File: config.mk
export PLATFORM = sky130hd
export DESIGN_NAME = dds_interp_stage
export DESIGN_NICKNAME = d
export VERILOG_FILES = /design/src/rtl/dds_interp_stage.sv
export SDC_FILE = /design/constraint.sdc
export NUM_CORES = 1
export LEC_CHECK = 0
export ABC_AREA = 1
export BUFFER_PORTS_ARGS = -buffer_cell sky130_fd_sc_hd__buf_2
export CORE_MARGIN = 2
export CORE_UTILIZATION = 28
export CTS_BUF_LIST = sky130_fd_sc_hd__clkbuf_16
export DETAILED_ROUTE_END_ITERATION = 12
export GPL_TIMING_DRIVEN = 1
export PLACE_DENSITY_LB_ADDON = 0.12
export SYNTH_ARGS = -nofsm -noshare
export SYNTH_HDL_FRONTEND = slang
export SYNTH_SLANG_ARGS = --single-unit
File: constraint.sdc
create_clock -name clk -period 7.8 [get_ports clk]
set_clock_uncertainty 0.2 [all_clocks]
set_input_delay 0.39 -clock clk [delete_from_list [all_inputs] [get_ports clk]]
set_output_delay 0.39 -clock clk [all_outputs]
set_load 0.05 [all_outputs]
File: src/rtl/dds_interp_stage.sv
// ---------------------------------------------------------------------------
// dds_interp_stage
//
// Purpose:
//   Linear-interpolation upsampler between a DDS core and a DAC. Each input
//   sample marks a segment end point. On every DAC strobe the block outputs a
//   point on the straight line from x_prev to x_cur. A segment is
//   L = 2^min(interp_sel, SEL_MAX) strobes long. A one-entry hold register
//   lets the DDS core run one sample ahead of the DAC.
//
// Ports:
//   clk          : clock, all state changes on its rising edge
//   rst_n        : asynchronous active-low reset
//   in_data      : signed sample from the DDS core
//   in_valid     : in_data holds a valid sample
//   in_ready     : block accepts in_data this cycle (hold register empty)
//   interp_sel   : interpolation exponent, latched only at segment starts
//   dac_tick     : single-cycle DAC sample-rate strobe
//   dac_data     : registered interpolated sample
//   dac_valid    : one-cycle pulse marking a new dac_data
//   underrun     : sticky, set when a segment ended with no sample available
//   underrun_clr : synchronous clear of underrun (a same-cycle set wins)
// ---------------------------------------------------------------------------
module dds_interp_stage #(
   parameter int DATA_W  = 16,
   parameter int SEL_MAX = 4
) (
   input  logic                     clk,
   input  logic                     rst_n,
   input  logic signed [DATA_W-1:0] in_data,
   input  logic                     in_valid,
   output logic                     in_ready,
   input  logic [2:0]               interp_sel,
   input  logic                     dac_tick,
   output logic signed [DATA_W-1:0] dac_data,
   output logic                     dac_valid,
   output logic                     underrun,
   input  logic                     underrun_clr
);

   localparam int PW = DATA_W + 1 + SEL_MAX;

   typedef enum logic [1:0] {IDLE, RUN, STALL} state_t;

   state_t                    r_state;
   logic signed [DATA_W-1:0]  r_xPrev;
   logic signed [DATA_W-1:0]  r_xCur;
   logic signed [DATA_W-1:0]  r_hold;
   logic                      r_holdV;
   logic [SEL_MAX-1:0]        r_k;
   logic [2:0]                r_selQ;

   logic                      w_xfer;
   logic                      w_lastTick;
   logic                      w_boundary;
   logic [2:0]                w_selClamp;
   logic [SEL_MAX-1:0]        w_lastK;
   logic signed [DATA_W:0]    w_diff;
   logic signed [PW-1:0]      w_diffExt;
   logic signed [PW-1:0]      w_kExt;
   logic signed [PW-1:0]      w_prod;
   logic signed [PW-1:0]      w_shift;
   logic signed [PW-1:0]      w_sum;
   logic signed [DATA_W-1:0]  w_interp;

   assign in_ready = !r_holdV;
   assign w_xfer   = in_valid && !r_holdV;

   assign w_selClamp = (interp_sel > 3'(SEL_MAX)) ? 3'(SEL_MAX) : interp_sel;
   assign w_lastK    = SEL_MAX'((32'd1 << r_selQ) - 32'd1);
   assign w_lastTick = (r_k == w_lastK);
   assign w_boundary = (r_state == RUN) && dac_tick && w_lastTick;

   // Interpolation datapath. The difference needs one extra bit, the product
   // SEL_MAX more; the arithmetic shift floors, and since k < L the result
   // always lies between x_prev and x_cur, so truncating back to DATA_W is safe.
   assign w_diff    = {r_xCur[DATA_W-1], r_xCur} - {r_xPrev[DATA_W-1], r_xPrev};
   assign w_diffExt = PW'(w_diff);
   assign w_kExt    = PW'({1'b0, r_k});
   assign w_prod    = w_diffExt * w_kExt;
   assign w_shift   = w_prod >>> r_selQ;
   assign w_sum     = PW'(r_xPrev) + w_shift;
   assign w_interp  = w_sum[DATA_W-1:0];

   always_ff @(posedge clk or negedge rst_n) begin
      if (!rst_n) begin
         r_state   <= IDLE;
         r_xPrev   <= '0;
         r_xCur    <= '0;
         r_hold    <= '0;
         r_holdV   <= 1'b0;
         r_k       <= '0;
         r_selQ    <= '0;
         dac_data  <= '0;
         dac_valid <= 1'b0;
         underrun  <= 1'b0;
      end else begin
         dac_valid <= dac_tick;
         // The clear is scheduled first so a set below, later in this block, wins.
         if (underrun_clr) begin
            underrun <= 1'b0;
         end

         case (r_state)
            IDLE: begin
               if (dac_tick) begin
                  dac_data <= '0;
               end
               // First sample primes both end points: a flat first segment.
               if (w_xfer) begin
                  r_xPrev <= in_data;
                  r_xCur  <= in_data;
                  r_k     <= '0;
                  r_selQ  <= w_selClamp;
                  r_state <= RUN;
               end
            end

            RUN: begin
               if (dac_tick) begin
                  dac_data <= w_interp;
                  if (w_lastTick) begin
                     if (r_holdV) begin
                        r_xPrev <= r_xCur;
                        r_xCur  <= r_hold;
                        r_holdV <= 1'b0;
                        r_k     <= '0;
                        r_selQ  <= w_selClamp;
                     end else if (w_xfer) begin
                        // Bypass: a sample arriving exactly at the boundary is used directly.
                        r_xPrev <= r_xCur;
                        r_xCur  <= in_data;
                        r_k     <= '0;
                        r_selQ  <= w_selClamp;
                     end else begin
                        underrun <= 1'b1;
                        r_xPrev  <= r_xCur;
                        r_state  <= STALL;
                     end
                  end else begin
                     r_k <= r_k + SEL_MAX'(1);
                  end
               end
               if (w_xfer && !w_boundary) begin
                  r_hold  <= in_data;
                  r_holdV <= 1'b1;
               end
            end

            STALL: begin
               if (dac_tick) begin
                  dac_data <= r_xCur;
               end
               if (w_xfer) begin
                  r_xPrev <= r_xCur;
                  r_xCur  <= in_data;
                  r_k     <= '0;
                  r_selQ  <= w_selClamp;
                  r_state <= RUN;
               end
            end

            default: begin
               r_state <= IDLE;
            end
         endcase
      end
   end

endmodule

Word-level counts from Yosys, hierarchy flattened. Index checks and enable logic that the tools add are counted.

Bits in registers: 76. Bits in latches: 0. Bits in writable memories: 0. Bits in read-only memories: 0. Word-level logic and storage cells: 89. Memories kept: 0.

$add $sub $neg: 4. Multipliers: 1. Divide/modulo/power cells: 0. $lt $le $gt $ge: 1. Equal/unequal tests: 12. Shifts and indexed selects: 2. Muxes and demuxes: 40. Bitwise operators: 0. Reduce and logical (&&, ||, !) cells: 19.

Operators with widths (number): 16-bit two-way mux (11); 16-bit case mux with 3 select lines (2); 16-bit case mux with 2 select lines (1); 17-bit by 5-bit multiplier with 21-bit output (1); 21-bit by 3-bit >>> shifter with 16-bit output (1); 16-bit by 16-bit subtractor with 17-bit output (1); 16-bit adder (1); 4-bit two-way mux (4); 2-bit != test, second input constant (8); 3-bit two-way mux (5); 2-bit two-way mux (5); 5-bit AND reduction (2); 1-bit two-way mux (9); 4-bit case mux with 2 select lines (1); 3-bit case mux with 2 select lines (1); 3-bit AND reduction (2); 2-bit nonzero test (3); 4-bit by 1-bit adder with 4-bit output, second input constant (1); 4-bit == test (1); 1-bit logical AND (4); 2-bit case mux with 2 select lines (1); 2-bit AND reduction (2); 4-bit AND reduction (1); 1-bit by 3-bit left shift with 4-bit output, first input constant (1); other kinds (9) (10).

Longest topological paths before layout. Gate-level depths: netlist (run 1).

Depth after elaboration: 8. Gate-level depth with buffers: 53. Depth with buffers taken out: 53.

Worst setup path after synthesis (run 1). Ideal clock, no wire load.

Path kind: register to register. From: reg r_xPrev[2]. To: reg dac_data[15]. Setup time: 118 ps. Arrival: 6704 ps. Data required time: 7482 ps. Path slack: 778 ps. Stages on the path, launching flop included: 46. Path buffers: 0. Clock period less this slack: 7022 ps. Path through: dfrtp_1 inv_1 ha_1 a21oi_1 nand2_1 a21oi_1 o21bai_1 nand2_1 nand2_1 a21oi_1 inv_1 a21oi_1 o21bai_1 xnor2_1 nor2_1 ha_1 fa_1 inv_1 (+10 left out) o21ai_0 o21ai_0 ha_1 inv_1 nor4_1 nand3_1 nand4_1 nand2_1 nand2_1 a21oi_1 nor2_1 nor2_1 o21bai_1 nand3_1 nand3_1 nand2_1 nand2_1 nand2_1.

Longest elaborated chain between the ends: 6.

RTL lines: from (decl) (line 46) `logic signed [DATA_W-1:0] r_xPrev;`; from (signal assigned) (line 111) `r_xPrev <= in_data;`; from (signal assigned) (line 124) `r_xPrev <= r_xCur;`; from (signal assigned) (line 131) `r_xPrev <= r_xCur;`; 16-bit by 16-bit subtractor with 17-bit output (line 77) `assign w_diff = {r_xCur[DATA_W-1], r_xCur} - {r_xPrev[DATA_W-1], r_xPrev};`; 17-bit by 5-bit multiplier with 21-bit output (line 80) `assign w_prod = w_diffExt * w_kExt;`; 21-bit by 3-bit >>> shifter with 16-bit output (line 81) `assign w_shift = w_prod >>> r_selQ;`; 16-bit adder (*) (line 82) `assign w_sum = PW'(r_xPrev) + w_shift;`; 16-bit two-way mux (*) (line 120) `if (dac_tick) begin`; 16-bit case mux with 3 select lines (*) (line 104) `case (r_state)`; to (signal assigned) (line 121) `dac_data <= w_interp;`; to (signal assigned) (line 152) `dac_data <= r_xCur;`; to (decl) (line 35) `output logic signed [DATA_W-1:0] dac_data,`.

Every way passes the cells marked *; elsewhere a longest branch is shown, timed or not. The select of a mux whose other input is x is not followed. A chain may end at the register's enable or synchronous reset.

Final worst setup path (run 1). Same ends and word-level chain as after synthesis.

==> results.py, run 1 <==
metrics = {
    "layout": {
        "multiInputGateArea_sq_um": 5770,
        "num_antenna_cells": 0,
        "final_nets": 1310,
        "utilization_pct": 35.8,
        "regArea_sq_um": 1900,
        "drive_above_1_share_pct": 23.4,
        "nFillCells": 3028,
        "area_delta_synth_final_pct": 25.4,
    },
    "hold_path": {
        "holdCritStartpoint": "underrun_clr",
        "hold_class": "in -> reg",
    },
    "synth": {
        "ys_ff_latch": 76,
        "synth-edff-count": 0,
        "synth_nets": 1208,
        "synth-seq-area-share_pct": 23.9,
        "yosys_warnings": 0,
        "netlist_area_sq_um": 7960,
        "synth_top_area_share_pct": 23.9,
        "synth_top_cells_by_area": "dfrtp_1, ha_1, fa_1",
        "postSynthAreaPerCell_sq_um": 7.43,
        "synth_cells": 1072,
        "synth_top_cell_by_area": "dfrtp_1",
        "synth.distinct_cells": 50,
        "synth_flop_cell": "dfrtp_1",
        "synthArstFlopShare_pct": 100,
    },
    "run_status": {
        "status": "finished clean",
    },
    "sta": {
        "period_share_pct": 93.5,
        "fmax_ghz": 0.137,
        "final_hold_viol_count": 0,
        "setup_viol": 0,
        "fin_crit_ns": 7.29,
        "relSlewSlack_pct": 30.1,
        "grt_setup_unrepaired": "yes",
        "worstMarginPinSlew_ns": 1.05,
        "slew_viol_final": 0,
    },
    "critical_path": {
        "crit_path_frequent_cell": "nand2_1",
        "cp_slowest_cell": "fa_1",
        "end_kind": "flop",
        "crit_fanout": 4,
        "startpoint": "r_xPrev[2]",
        "worst_r2r_startpoint": "r_xPrev[2]",
        "startpoint_type": "flop",
        "critPathRequiredTime_ns": 7.89,
        "critPathArrivalTime_ns": 7.38,
        "path_class": "reg -> reg",
        "slowest_delay_ns": 0.52,
    },
    "detailed_routing": {
        "drc": 0,
        "drtIter0Drc": 384,
        "routedWlPerCell_um": 16.8,
        "detail-route-antenna-nets": 0,
        "vias": 7516,
        "dr.pass1.iters": 5,
        "wirelength_um": 26200,
        "via_per_inst": 4.83,
    },
    "die": {
        "die_w_um": 173,
        "io_pins": 43,
        "core.rowCount": 61,
        "core_sq_um": 27900,
        "initial_core_util_pct": 28.6,
        "fp.dieH_um": 173,
        "dieArea_sq_um": 29800,
    },
    "clocking": {
        "cts-buffers-inserted": 9,
        "cts_tree": "yes",
        "clk_pin_slew_worst_paths_ns": 0.07,
        "insertion_delay_ns": 0.34,
        "clockBufferDepth": 2,
        "htree_levels": 3,
        "clock_sinks": 76,
        "clockRootBuffer": "clkbuf_16",
    },
    "global_routing": {
        "grt_max_degree": 54,
        "grt_antenna_before_repair": 0,
        "track_usage_pct": 17.6,
        "grt_overflow": 0,
        "grt_pass1_wl_um": 41300,
        "grt_pass1_vias": 7564,
    },
    "place": {
        "io_buffer_count": 42,
        "gp_congestion": 0.866,
        "dpl.hpwl_um": 21100,
    },
    "flow_run": {
        "drv_cap": 0,
    },
}
per-layer routing:
metal  wire [um]  share of wire [%]  track usage (%)  vias to the layer above
li1            -                  -                -                     3760
met1       12300                 47             23.4                     3621
met2       12900                 49             30.9                      107
met3         559                2.1             1.34                       28
met4         383                1.5             4.06                        0
met5           0                  0                0                        -
critical path, delay by kind of cell, from the launching register on:
| kind | cells | cell delay (ns) |
|---|---|---|
| AND/OR/NAND/NOR | 25 | 2.16 |
| flip-flops | 1 | 0.39 |
| adder cells (fa/ha/maj) | 6 | 2.09 |
| AO/OA/AOI/OAI | 10 | 1.22 |
| buffers and inverters | 7 | 0.49 |
| XOR/XNOR | 2 | 0.45 |
| multiplexers | 1 | 0.25 |
cell usage in the layout (no fill, tap or decap), types with 13 or more instances in the layout:
cell type	synthesis	layout
o21ai_1	1	14
nor2_1	96	88
buf_4	2	82
a22oi_1	16	16
ha_1	76	65
dfrtp_1	76	76
o22ai_1	26	26
a21oi_1	47	31
o21ai_2	1	15
o21ai_0	83	56
nand2_2	7	20
o211ai_1	15	15
nand2_1	182	166
nand3_1	65	60
buf_2	7	41
mux2_2	15	15
xor2_1	17	13
fa_1	36	35
inv_1	175	169
cell usage after synthesis, drive strengths merged (3+ instances only):
| cell type | instances |
|---|---|
| mux2 | 15 |
| dfrtp | 76 |
| a31oi | 4 |
| a21o | 3 |
| nor3 | 7 |
| a211oi | 3 |
| clkbuf | 24 |
| nor2 | 98 |
| o2111ai | 3 |
| o21ai | 85 |
| xnor2 | 15 |
| nand3 | 68 |
| fa | 36 |
| a22o | 11 |
| clkinv | 3 |
| nand4 | 3 |
| buf | 10 |
| or2 | 12 |
| a21oi | 48 |
| o22ai | 26 |
| inv | 178 |
| mux2i | 8 |
| nand2 | 189 |
| o21bai | 7 |
| xor2 | 17 |
| o211ai | 15 |
| o32ai | 3 |
| ha | 76 |
| a22oi | 16 |
cell families after synthesis:
group                      share of synthesized area, %
and+or+nand+nor                                    20.4
AOI/OAI and AO/OA                                  17.7
buffers and inverters                              10.4
adders and majority gates                          21.0
DFF                                                23.9
xor gates and xnor gates                           3.52
muxes                                              3.13
final cells by class:
cell class	count	area share (%)
Tap cell	378	4.74
Clock inverter	7	0.990
Sequential cell	76	19.0
Clock buffer	9	2.26
Inverter	181	6.80
Multi-Input combinational cell	781	57.7
Timing Repair Buffer	125	8.42
stage by stage:
| step | TNS [ns] | instance area (sq um) | cells | worst slack (ns) | hold WS, ns |
|---|---|---|---|---|---|
| floorplan | 0 | 7960 | 1072 | 0.778 | -0.106 |
| global placement | 0 | 9020 | 1527 | 0.0161 | 0.110 |
| detailed placement | -0.116 | 9020 | 1527 | -0.0947 | 0.114 |
| CTS | 0 | 9380 | 1545 | 0.00566 | 0.0169 |
| global route | -0.316 | 9990 | 1557 | -0.153 | 0.0450 |
| finish | 0 | 9990 | 1557 | 0.508 | 0.0199 |
flip-flops by register name (all words and copies together) (netlist names):
signal and count:
dac_data 16, r_state 2, r_xCur 16, dac_valid 1, r_xPrev 16, r_holdV 1, r_selQ 3, r_hold 16
underrun 1, r_k 4
repair_timing:
item | 4_1_cts | 5_1_grt
pin swaps | 1 | 56
hold endpoints to repair | 24 | 0
setup buffers | 0 | 12
resized for setup | 5 | 132
hold buffers | 2 | 0
endpoints found under the setup margin | 2 | 10
worst paths after layout:
check / endpoint / slack [ns] / cells after the start
hold / removal: underrun / 0.02 / 2
max in group asynchronous: r_k[1] / 6.12 / 3
hold reg to reg: dac_data[4] / 0.28 / 2
min in group asynchronous: dac_data[2] / 0.28 / 2
setup / recovery: dac_data[15] / 0.51 / 51
setup reg to reg: dac_data[15] / 0.51 / 51
Power of run 1 is left out: the tool's default activity adds up to more than one toggle a clock period on the data nets, which glitch-free logic cannot reach.
==> run 2: changes to the inputs <==
- ABC_AREA: 1 -> not set
==> run 2 against run 1 <==
Area after synthesis is 0.72% higher. First-iteration DRC count is 17% lower. Utilization is 3.5 points higher. Count of clock-buffer cells in the layout stayed put. Critical path depth is 12 lower. Worst setup slack worse by 0.46 ns. Die area is 0.71% higher. Non-clock buffer count is 108 higher. Register-to-register slack worse by 0.46 ns. Global-route usage is 0.075 points higher. Wire length is 0.62% higher. Largest cell class unchanged.
==> results.py, run 2 <==
metrics = {
    "critical_path": {
        "path_class": "reg -> reg",
        "reg2reg_depth": 39,
        "end_kind": "flop",
        "critPathArrivalTime_ns": 7.83,
        "crit_path_frequent_cell": "buf_4",
        "worst_r2r_startpoint": "r_xPrev[1]",
        "r2r_end": "dac_data[15]",
        "cp_slowest_cell": "fa_1",
        "critPathRequiredTime_ns": 7.88,
        "startpoint_type": "flop",
        "slowest_delay_ns": 0.55,
        "crit_fanout": 4,
        "ff2ff_setup_slack_ns": 0.05,
    },
    "synth": {
        "synth_cells": 962,
        "synth-edff-count": 0,
        "synth_top_area_share_pct": 23.7,
        "yosysMostFrequentCell": "inv_1",
        "synthTopCellsByCount": "inv_1, nand2_1, dfrtp_1, ha_1, nor2_1",
        "synth_top_cells_by_area": "dfrtp_1, ha_1, fa_1",
        "synth.distinct_cells": 74,
        "yosys_warnings": 0,
        "postSynthAreaPerCell_sq_um": 8.34,
        "synth_nets": 1098,
        "netlist_area_sq_um": 8020,
        "synthArstFlopShare_pct": 100,
        "synth-seq-area-share_pct": 23.7,
        "synth_top_cell_by_area": "dfrtp_1",
        "synth_flop_cell": "dfrtp_1",
        "ys_ff_latch": 76,
    },
    "sta": {
        "slew_viol_final": 0,
        "worstMarginPinSlew_ns": 1.02,
        "relSlewSlack_pct": 32.2,
        "period_share_pct": 99.4,
        "setup_viol": 0,
        "final_hold_viol_count": 0,
        "fin_setup_tns_ns": 0,
        "fmax_ghz": 0.129,
        "fin_crit_ns": 7.75,
        "grt_setup_unrepaired": "yes",
    },
    "clocking": {
        "clockRootBuffer": "clkbuf_16",
        "clockBufferDepth": 2,
        "cts-buffers-inserted": 9,
        "cts_tree": "yes",
        "postCtsHoldBufs": 0,
        "clk_pin_slew_worst_paths_ns": 0.07,
        "insertion_delay_ns": 0.34,
        "clock_sinks": 76,
        "htree_levels": 3,
    },
    "detailed_routing": {
        "dr.pass1.iters": 4,
        "detail-route-antenna-nets": 0,
        "drtIter0Drc": 317,
        "vias": 7347,
        "drt-met1-wl_um": 13500,
        "wl_met2_um": 12000,
        "wl_met3_um": 520,
        "routedWlPerCell_um": 17.0,
        "drc": 0,
        "top_layer": "met4",
        "wirelength_um": 26300,
        "via_per_inst": 4.75,
    },
    "die": {
        "io_pins": 43,
        "fp.dieH_um": 173,
        "core.rowCount": 61,
        "dieArea_sq_um": 30000,
        "die_w_um": 173,
        "initial_core_util_pct": 28.6,
        "core_sq_um": 28000,
    },
    "run_status": {
        "status": "finished clean",
    },
    "global_routing": {
        "track_usage_pct": 17.6,
        "grt_pass1_vias": 7533,
        "grt_pass1_wl_um": 42100,
        "grt_antenna_before_repair": 0,
        "grt_max_degree": 77,
        "grt_overflow": 0,
    },
    "hold_path": {
        "hold_class": "in -> async",
    },
    "layout": {
        "num_antenna_cells": 0,
        "final_common_cell": "buf_4",
        "nFillCells": 2914,
        "utilization_pct": 39.4,
        "drive_above_1_share_pct": 33.5,
        "final_nets": 1299,
        "final_cell_mix": "buf_4, inv_1, nand2_1",
        "area_delta_synth_final_pct": 37.5,
    },
    "place": {
        "io_buffer_count": 42,
        "gp_congestion": 0.851,
        "dpl.hpwl_um": 21000,
    },
    "flow_run": {
        "drv_cap": 0,
    },
}
==> run 2: final cells by class <==
class	count	area [sq um]	area share [%]
inverters	107	402	3.64
repair buffers	233	1670	15.1
multi-input cells	736	6280	57.0
well taps	378	473	4.29
clock buffers	9	225	2.04
flip-flops and latches	76	1900	17.2
clock inverters	7	75.1	0.681
==> run 2: worst max path at each step <==
| stage | start | endpoint | slack (ns) | cells past startpoint |
|---|---|---|---|---|
| 2_1_floorplan | r_xPrev[1] | dac_data[15] | 0.14 | 38 |
| 3_3_place_gp | r_xPrev[0] | dac_data[15] | -0.58 | 34 |
| 3_5_place_dp | r_xPrev[0] | dac_data[15] | -0.61 | 34 |
| 4_1_cts | r_xCur[1] | dac_data[15] | -0.08 | 36 |
| 5_1_grt | r_xPrev[1] | dac_data[15] | -0.29 | 39 |
| 6_report | r_xPrev[1] | dac_data[15] | 0.05 | 39 |
==> run 2: cells by family (layout without fill, tap and decap cells) <==
group,after synthesis,in the layout,synth area share [%]
simple gates,273,273,15.8
compound gates,258,258,21.2
buf+inv,150,356,7.07
fa+ha+maj,112,112,20.8
flops,76,76,23.7
mux,55,55,7.19
xor+xnor,38,38,4.15
==> run 2: layer usage <==
| metal | up-vias | global-route usage, % |
|---|---|---|
| met1 | 3497 | 25.4 |
| met4 | 0 | 3.99 |
| met3 | 18 | 1.84 |
| met5 | - | 0 |
| li1 | 3753 | - |
| met2 | 79 | 28.4 |
==> run 2: per-stage QoR <==
| stage | setup slack (ns) | hold WS, ns | cells | cell area (sq um) |
|---|---|---|---|---|
| after detailed placement | -0.610 | 0.269 | 1503 | 9790 |
| after floorplan | 0.145 | -0.106 | 962 | 8020 |
| after global placement | -0.584 | 0.266 | 1503 | 9790 |
| after CTS | -0.0773 | 0.0157 | 1536 | 10600 |
| final | 0.0454 | 0.000264 | 1546 | 11000 |
| after global routing | -0.286 | 0.0299 | 1546 | 11000 |
==> run 2: repair_timing <==
item	CTS	global route
endpoints found under the setup margin	6	9
buffers inserted	17	10
cloned	0	0
pin swaps	51	70
gates resized for setup	68	78
==> run 2: worst max-delay path, delay by kind of cell, from the launching register on <==
family	cells	cell delay, ns
and+or+nand+nor	7	1.03
DFF	1	0.36
muxes	3	0.66
xor gates and xnor gates	1	0.13
AOI/OAI and AO/OA	12	2.06
adders and majority gates	6	2.17
buffers and inverters	10	1.11
Power of run 2 is left out for the same reason.
